File: src/rtl/subtrator_serial_4bits_pkg.sv
// rtl/subtrator_serial_4bits_pkg.sv - shared width and state encoding for the serial subtractor
package subtrator_serial_4bits_pkg;

    // Default operand width, shared with the adder exercises
    localparam int N = 4;

    // Controller states
    typedef enum logic [1:0] {
        ST_IDLE  = 2'd0,
        ST_SHIFT = 2'd1,
        ST_DONE  = 2'd2
    } state_t;

endpackage

File: src/rtl/subtrator_completo.sv
// rtl/subtrator_completo.sv - one-bit full subtractor cell
module subtrator_completo (
    input  logic a,
    input  logic b,
    input  logic bin,
    output logic d,
    output logic bout
);

    // Difference and borrow-out of a - b - bin
    always_comb begin
        d    = a ^ b ^ bin;
        bout = (~a & b) | (~(a ^ b) & bin);
    end

endmodule

File: src/rtl/subtrator_serial_4bits.sv
// rtl/subtrator_serial_4bits.sv - bit-serial A - B, LSB first, with start/done handshake
module subtrator_serial_4bits #(
    parameter int N = subtrator_serial_4bits_pkg::N
) (
    input  logic         clk,
    input  logic         rst,
    input  logic         start,
    input  logic [N-1:0] A,
    input  logic [N-1:0] B,
    output logic [N:0]   R,
    output logic         busy,
    output logic         done
);

    import subtrator_serial_4bits_pkg::*;

    localparam int CW = $clog2(N + 1);

    state_t        state;
    state_t        state_next;
    logic [CW-1:0] count;
    logic [N-1:0]  ra;
    logic [N-1:0]  rb;
    logic [N-1:0]  res;
    logic          bw;
    logic          d;
    logic          bw_next;
    logic          accept;
    logic          last_bit;

    // Single subtractor cell working on the current LSBs and the carried borrow
    subtrator_completo u_cell (
        .a    (ra[0]),
        .b    (rb[0]),
        .bin  (bw),
        .d    (d),
        .bout (bw_next)
    );

    // A new operation is taken in IDLE, or in DONE for back-to-back use
    always_comb begin
        accept   = start && ((state == ST_IDLE) || (state == ST_DONE));
        last_bit = (state == ST_SHIFT) && (count == CW'(N - 1));
    end

    // State register
    always_ff @(posedge clk) begin
        if (rst) begin
            state <= ST_IDLE;
        end else begin
            state <= state_next;
        end
    end

    // Next-state logic
    always_comb begin
        state_next = state;
        case (state)
            ST_IDLE:  if (accept) state_next = ST_SHIFT;
            ST_SHIFT: if (last_bit) state_next = ST_DONE;
            ST_DONE:  state_next = accept ? ST_SHIFT : ST_IDLE;
            default:  state_next = ST_IDLE;
        endcase
    end

    // Handshake outputs decoded from the state
    always_comb begin
        busy = (state == ST_SHIFT);
        done = (state == ST_DONE);
    end

    // Operand/result shift registers, borrow, bit counter and the held result
    always_ff @(posedge clk) begin
        if (rst) begin
            ra    <= '0;
            rb    <= '0;
            res   <= '0;
            bw    <= 1'b0;
            count <= '0;
            R     <= '0;
        end else if (accept) begin
            ra    <= A;
            rb    <= B;
            bw    <= 1'b0;
            count <= '0;
        end else if (state == ST_SHIFT) begin
            ra    <= ra >> 1;
            rb    <= rb >> 1;
            res   <= {d, res[N-1:1]};
            bw    <= bw_next;
            count <= count + 1'b1;
            // The final bit completes the difference; capture it with the last borrow
            if (last_bit) begin
                R <= {bw_next, d, res[N-1:1]};
            end
        end
    end

endmodule
File: config.mk
export PLATFORM = sky130hd
export DESIGN_NAME = subtrator_serial_4bits
export DESIGN_NICKNAME = d
export VERILOG_FILES = /design/src/rtl/subtrator_serial_4bits_pkg.sv /design/src/rtl/subtrator_completo.sv /design/src/rtl/subtrator_serial_4bits.sv
export SDC_FILE = /design/constraint.sdc
export NUM_CORES = 1
export LEC_CHECK = 0
export CAP_MARGIN = 20
export CORE_MARGIN = 2
export CORE_UTILIZATION = 24
export DETAILED_ROUTE_END_ITERATION = 10
export PLACE_DENSITY = 0.42
export SETUP_SLACK_MARGIN = 0.3
export SYNTH_ARGS = -nofsm -noshare
export SYNTH_HDL_FRONTEND = slang
export SYNTH_SLANG_ARGS = --single-unit
File: constraint.sdc
create_clock -name clk -period 4.1 [get_ports clk]
set_input_delay 1.23 -clock clk [delete_from_list [all_inputs] [get_ports clk]]
set_output_delay 1.23 -clock clk [all_outputs]
set_load 0.05 [all_outputs]
==> results of run 1 <==
==> cells in the final DEF, fill, tap and decap left out, types with 2 or more instances in the layout <==
cell	Yosys	routed
clkdlybuf4s50_1	0	17
nor3_1	10	10
nand3_1	4	4
dfxtp_1	22	22
inv_1	3	3
nor2_1	6	6
clkbuf_8	0	3
a311oi_2	3	3
nor2b_1	2	2
o22ai_1	4	4
ha_1	2	2
mux2i_1	3	3
a21oi_1	7	7
nand2_1	13	13
==> critical path, delay by kind of cell, from the launching register on <==
family,cells,cell delay (ps)
and+or+nand+nor,1,300
DFF,1,320
buffers and inverters,2,1150
==> metal layers <==
layer  up-vias  routed length, µm  part of all wire (%)
met3         4                120                   6.1
met5         -                  0                     0
met1       345                950                    49
met2        16                853                    44
li1        379                  -                     -
met4         0                 28                   1.4
==> registers in the layout, indices dropped and copies added (netlist names) <==
register,count
count,3
ra,4
state,2
rb,4
res,3
bw,1
R,5
==> cells by family (layout without fill, tap and decap cells) <==
family	Yosys count	in the layout	synth area share, %
DFF	22	22	46.2
and+or+nand+nor	39	39	19.2
xor gates and xnor gates	1	1	0.919
adders and majority gates	3	3	4.72
muxes	3	3	3.15
buffers and inverters	12	26	7.74
AOI/OAI and AO/OA	19	19	18.1
==> layout make-up <==
type / instances / area, µm²
clock inverters: 1 / 30.0
multi-input cells: 65 / 439
fillers: 409 / 2540
inverters: 4 / 17.5
flip-flops and latches: 22 / 440
repair buffers: 18 / 178
well taps: 48 / 60.1
clock buffers: 3 / 41.3
==> metrics by stage <==
stage                     total power, µW  instance area, µm²  worst slack, ps
after floorplan                       288                 953             1840
after global placement                303                1130             1130
after detailed placement              303                1130             1120
after CTS                             511                1210              802
after global routing                  529                1210              712
final                                 499                1210              823
==> where the power goes <==
part | switching, µW | leakage (µW) | internal, µW | total (µW)
combinational | 37.7 | 0.000187 | 29.0 | 66.7
sequential | 6.35 | 0.000180 | 225 | 231
clock | 71.1 | 0.0000357 | 130 | 202
total | 115 | 0.000402 | 384 | 499
==> final timing paths <==
| check | to | slack (ps) |
|---|---|---|
| hold / removal | res[1] | 460 |
| setup reg to reg | R[2] | 2590 |
| setup / recovery | busy | 820 |
| hold reg to reg | res[1] | 460 |
==> flow_summary.ini, run 1 <==
[status]
outcome = finished, final reports clean

[synth]
synthTopCellsByArea = dfxtp_1, nor3_1, nand2_1
synth_edf_count = 0
synth_cell_type_count = 28
synthCells = 99
ys.warnings.count = 0
synth_top_cell_area_share_pct = 46.2
ys_seq_elements = 22
synth_area_leader_cell = dfxtp_1
yosysMostFrequentCell = dfxtp_1
synth_area_um2 = 953
synth-seq-area-share_pct = 46.2
syn_avg_cell_area_um2 = 9.63
synth_commonest_cells = dfxtp_1, nand2_1, nor3_1
synth_fp_nets = 113
synthFlopType = dfxtp_1
synthArstFlopShare_pct = 0

[sta]
final-hold-violation-count = 0
tightestPinTransition_ps = 1010
whs_ps = 457
setup_viol = 0
setup_tns_ps = 0
rsz0062_at_grt = no
fmax_mhz = 305
max-slew-margin-rel_pct = 32.7
drv_slew = 0
min_period_ps = 3280
finalCritPeriodShare_pct = 79.9
finalClockSkew_ps = 8.15

[final_layout]
postLayoutCoreUtil_pct = 32.2
drive_gt1_share_pct = 12.4
finalNetCount = 128
instances_no_fill = 161
n_antenna_cell = 0
areaGrowthSynthToFinish_pct = 26.5

[global_route]
grt_pass1_vias = 711
grt_max_degree = 24
grt.overflow.total = 0
antenna_found_initial = 0
grt.busiest_layer = met2
met2_usage_pct = 16.1
grtUsageMet1_pct = 12.6
grt_pass1_wl_mm = 3.36
grt_usage_pct = 10.3
gr-usage-met3_pct = 4.05

[route]
routed_via_density = 4.62
drc_errors = 0
drt-pass1-iter-count = 2
vias = 744
postRouteAntennaNets = 0
routed_wl_mm = 1.95
first_iter_violations = 22
post_drt_wl_per_cell_um = 12.1

[worst_hold_path]
hold_path_depth = 2
hp-class = reg -> reg
min_from = res[1]

[clock_tree]
cts_made_buffers = 3
cts_num_sinks = 22
cts.repair.resized = 0
cts_max_level = 1
cts_tree = done
cts_setup_buffers = 0
clock_latency_ps = 260
root_buffer = clkbuf_8
cts.hold.buffers_added = 0
cts.path.max_buffers = 2
cts.reportedPaths.clkPinSlew_ps = 80

[die]
die_height_um = 67.0
die_w_um = 67.0
row_count = 22
start_util_pct = 25.5
io_pins = 18
dieArea_mm2 = 0.00449
core_mm2 = 0.00374

[power_and_ir_drop]
leakage_uw = 0.000402
vdd_drop_max_v = 0.000148
powerDensity_mw_per_mm2 = 414

[critical_path]
crit_arrival_ps = 2050
startpoint = state[1]
cp_slowest_cell = clkdlybuf4s50_1
worstRegToRegCells = 5
cp-end-kind = primary output
max_stage_delay_ps = 860
path_max_fanout = 23
critical_path_required_ps = 2870
start_kind = flop
rr_startpoint = count[0]
cp_cell_sequence = nand2b_2 > inv_4 > clkdlybuf4s50_1
worstSetupPathType = reg -> out

[place]
place_congestion = 0.669
placedCellCount = 157
port-buffer-count = 17
dpl.hpwl_mm = 1.34

[flow_run]
drv_cap = 0
Power figures use the tool's default switching activity.
==> run 2: changes to the inputs <==
- clock period: 4.1 -> 3.3 ns (I/O delays scaled with it)
==> run 2 against run 1 <==
  * Clock-buffer cell count rose by 1
  * Sequential share of layout area rose by 0.54 points
  * Combinational power rose by 24%
  * Worst hold slack got worse by 0.62 ps
  * Sequential power rose by 24%
  * Die area did not move
  * Clock skew fell by 7.0 ps
  * Critical path type unchanged
  * Highest routed layer unchanged
==> flow_summary.ini, run 2 (synthesized netlist as in run 1, its figures left out) <==
[route]
postRouteAntennaNets = 0
post_drt_wl_per_cell_um = 11.8
vias = 729
first_iter_violations = 30
drc_errors = 0
routed_wl_mm = 1.90
routed_via_density = 4.53
drt-pass1-iter-count = 4

[final_layout]
postLayoutCoreUtil_pct = 31.8
n_antenna_cell = 0
most-common-layout-cells = dfxtp_1, clkdlybuf4s50_1, nand2_1, nor3_1, a21oi_1
largestRegisters = R x5, ra x4, rb x4
num-fill-cells = 407
layout_commonest_cell = dfxtp_1
regMostFlops = R
drive_gt1_share_pct = 12.4
areaGrowthSynthToFinish_pct = 24.7
largest_register_ffs = 5
finalNetCount = 128

[die]
start_util_pct = 25.5
die_w_um = 67.0
row_count = 22
die_height_um = 67.0
io_pins = 18
core_mm2 = 0.00374
dieArea_mm2 = 0.00449

[flow_run]
drv_cap = 0

[power_and_ir_drop]
seqPwrFrac_pct = 51.2
netSwitchingPower_uw = 141
vdd_drop_max_v = 0.000235
power.internal_uw = 421
leakage_uw = 0.000398
comb_power_share_pct = 14.7
p_clk_share_pct = 34.1
powerDensity_mw_per_mm2 = 472
swShare_pct = 25.0

[sta]
drv_slew = 0
fin_ws_ps = 563
max-slew-margin-rel_pct = 34.4
finalCritPeriodShare_pct = 82.9
min_period_ps = 2740
setup_tns_ps = 0
finalClockSkew_ps = 1.17
rsz0062_at_grt = no
setup_viol = 0
tightestPinTransition_ps = 982
whs_ps = 457
fmax_mhz = 365
final-hold-violation-count = 0

[clock_tree]
root_buffer = clkbuf_8
cts.reportedPaths.clkPinSlew_ps = 80
clock_latency_ps = 260
cts.path.max_buffers = 2
cts_tree = done
cts_made_buffers = 3
cts_num_sinks = 22
cts_max_level = 1
cts_setup_buffers = 0

[global_route]
grt_max_degree = 24
antenna_found_initial = 0
grt_usage_pct = 10.0
grt_pass1_vias = 724
grt.overflow.total = 0
grt_pass1_wl_mm = 3.34

[place]
dpl.hpwl_mm = 1.30
place_congestion = 0.724
port-buffer-count = 17
place_ws_ps = 552

[worst_hold_path]
min_from = R[2]
min_to = R[2]
hold_path_depth = 2
hp-class = reg -> reg

[critical_path]
rr_endpoint = R[3]
worstSetupPathType = reg -> out
start_kind = flop
cp-end-kind = primary output
rr_startpoint = count[0]
worstRegToRegCells = 5
critical_path_required_ps = 2310
rrSetupSlack_ps = 1820
crit_arrival_ps = 1750
path_max_fanout = 23

[status]
outcome = finished, final reports clean
run 2: how the worst max path moves through the flow:
stage / start / end / cells past startpoint
after floorplan: state[0] / done / 1
after global placement: state[1] / busy / 3
after detailed placement: state[1] / busy / 3
after CTS: state[1] / busy / 3
after global routing: state[1] / busy / 3
final: state[1] / busy / 3
run 2: critical path: stages (launching register included):
cell           delay, ps
dfxtp_1              320
nand2b_2             300
inv_4                290
dlygate4sd2_1        570
run 2: power groups by stage:
stage	registers (µW)	clock network, µW	logic, µW
2_1_floorplan	292	0	65.6
3_3_place_gp	293	0	83.5
3_5_place_dp	294	0	84.5
4_1_cts	287	201	84.1
5_1_grt	289	215	92.4
6_report	287	191	82.8
run 2: layer usage:
layer / wire (µm) / vias up / track usage (%)
met5: 0 / - / 0
met4: 6 / 0 / 2.30
met3: 90 / 2 / 3.04
li1: - / 369 / -
met2: 843 / 17 / 15.5
met1: 956 / 341 / 13.6
run 2: metrics by stage:
stage                     cells  power, µW  cell area [µm²]
after global routing        161        596             1190
final                       161        562             1190
after global placement      157        377             1130
after CTS                   161        572             1190
after detailed placement    157        378             1130
after floorplan              99        357              953
run 2: layout make-up:
type / count / area [µm²] / share of cell area [%]
clock buffers: 4 / 55.1 / 4.63
inverters: 4 / 17.5 / 1.47
multi-input cells: 65 / 439 / 36.9
flip-flops and latches: 22 / 440 / 37.1
well taps: 48 / 60.1 / 5.05
repair buffers: 18 / 176 / 14.8
run 2: what timing repair did:
item | CTS | global route
hold buffers | 0 | 0
gates resized for setup | 1 | 0
endpoints found under the setup margin | 1 | 0
hold endpoints to repair | 0 | 0
==> run 3: changes to the inputs <==
- clock period: 3.3 -> 2.84 ns (I/O delays scaled with it)
==> run 3 against run 2 <==
  * Global-route usage is 0.56 points lower
  * Final cell count is 0.62% higher
  * Worst hold slack hardly changed
  * Critical path depth is 1 lower
  * Clock power is 57% higher
  * First-iteration DRC count is 23% higher
  * Largest cell class unchanged
  * Largest power group unchanged
==> flow_summary.ini, run 3 (synthesized netlist as in run 1, its figures left out) <==
[worst_hold_path]
hp-class = reg -> reg
hold_path_depth = 2

[final_layout]
finalNetCount = 129
most-common-layout-cells = dfxtp_1, clkdlybuf4s50_1, nand2_1, nor3_1, a21oi_1
drive_gt1_share_pct = 14.0
areaGrowthSynthToFinish_pct = 27.0
num-fill-cells = 418
instances_no_fill = 162
largest_register_ffs = 5
layout_commonest_cell = dfxtp_1
largestRegisters = R x5, ra x4, rb x4
final_area_mm2 = 0.00121
n_antenna_cell = 0
regMostFlops = R

[global_route]
grt_max_degree = 24
grt_pass1_wl_mm = 3.19
grt_usage_pct = 9.45
grt_pass1_vias = 697
antenna_found_initial = 0
grt.overflow.total = 0

[place]
port-buffer-count = 17
place_area_mm2 = 0.00114
place_congestion = 0.698
placedCellCount = 158
place_ws_ps = 710
dpl.hpwl_mm = 1.30

[die]
core_mm2 = 0.00374
die_height_um = 67.0
dieArea_mm2 = 0.00449
die_w_um = 67.0
io_pins = 18
start_util_pct = 25.5
row_count = 22

[sta]
finalCritPeriodShare_pct = 85.2
max-slew-margin-rel_pct = 67.2
tightestPinTransition_ps = 490
fmax_mhz = 413
min_period_ps = 2420
drv_slew = 0
rsz0062_at_grt = no
fin_ws_ps = 421
final-hold-violation-count = 0
finalClockSkew_ps = 1.25
setup_viol = 0
setup_tns_ps = 0

[route]
drt-pass1-iter-count = 4
first_iter_violations = 37
drc_errors = 0
routed_wl_mm = 1.91
postRouteAntennaNets = 0
routed_via_density = 4.51
dr_wl_met3_um = 75
post_drt_wl_per_cell_um = 11.8
vias = 731
met2_length_um = 776
dr.max_layer_used = met4
m1WireLength_mm = 1.03

[critical_path]
critical_path_required_ps = 1990
start_kind = flop
cp-end-kind = primary output
path_max_fanout = 5
worstRegToRegCells = 4
crit_arrival_ps = 1570
worstSetupPathType = reg -> out
rrSetupSlack_ps = 1440

[clock_tree]
root_buffer = clkbuf_8
cts_num_sinks = 22
cts.hold.buffers_added = 0
cts.repair.resized = 0
cts.reportedPaths.clkPinSlew_ps = 80
clock_latency_ps = 270
cts_max_level = 1
cts_tree = done
cts_setup_buffers = 0
cts.path.max_buffers = 2
cts_made_buffers = 3

[power_and_ir_drop]
leakage_uw = 0.000408
powerDensity_mw_per_mm2 = 602
vdd_drop_max_v = 0.000158
finalPower_uw = 729

[status]
outcome = finished, final reports clean

[flow_run]
drv_cap = 0
[run 3: changes by cell type in the layout (fill, tap and decap cells not counted), sizes merged]
cell | previous run | this run
dlygate4sd2 | 1 | 0
clkbuf | 4 | 3
buf | 1 | 3
bufinv | 0 | 1
[run 3: where the power goes]
| part | leakage (µW) | switching [µW] | internal (µW) |
|---|---|---|---|
| Clock | 0.0000357 | 111 | 189 |
| Combinational | 0.000193 | 54.3 | 42.3 |
| Sequential | 0.000180 | 9.57 | 324 |
[run 3: metrics by stage]
step	util (%)	hold slack, ps
2_1_floorplan	-	437
3_3_place_gp	30.4	444
3_5_place_dp	30.4	448
6_report	32.4	457
5_1_grt	32.4	479
4_1_cts	32.4	461
[run 3: path summary, 6_finish.rpt]
| check | from | to |
|---|---|---|
| hold / removal | R[2] | R[2] |
| setup reg to reg | state[0] | count[2] |
| setup / recovery | state[0] | done |
| hold reg to reg | R[2] | R[2] |
[run 3: metal layers]
| metal | GRT usage, % | vias up |
|---|---|---|
| li1 | - | 375 |
| met1 | 12.8 | 336 |
| met2 | 13.6 | 16 |
| met3 | 2.70 | 4 |
| met4 | 4.59 | 0 |
| met5 | 0 | - |
[run 3: final cells by class]
cell class	instances	area, µm²	area share, %
well taps	48	60.1	4.96
multi-input cells	65	439	36.3
repair buffers	19	183	15.1
clock inverters	1	30.0	2.48
inverters	4	17.5	1.45
flip-flops and latches	22	440	36.4
clock buffers	3	41.3	3.41
[run 3: critical path: stages (launching register included)]
cell             delay [ps]
dfxtp_1                 360
nor2b_1                 130
clkdlybuf4s50_1         810
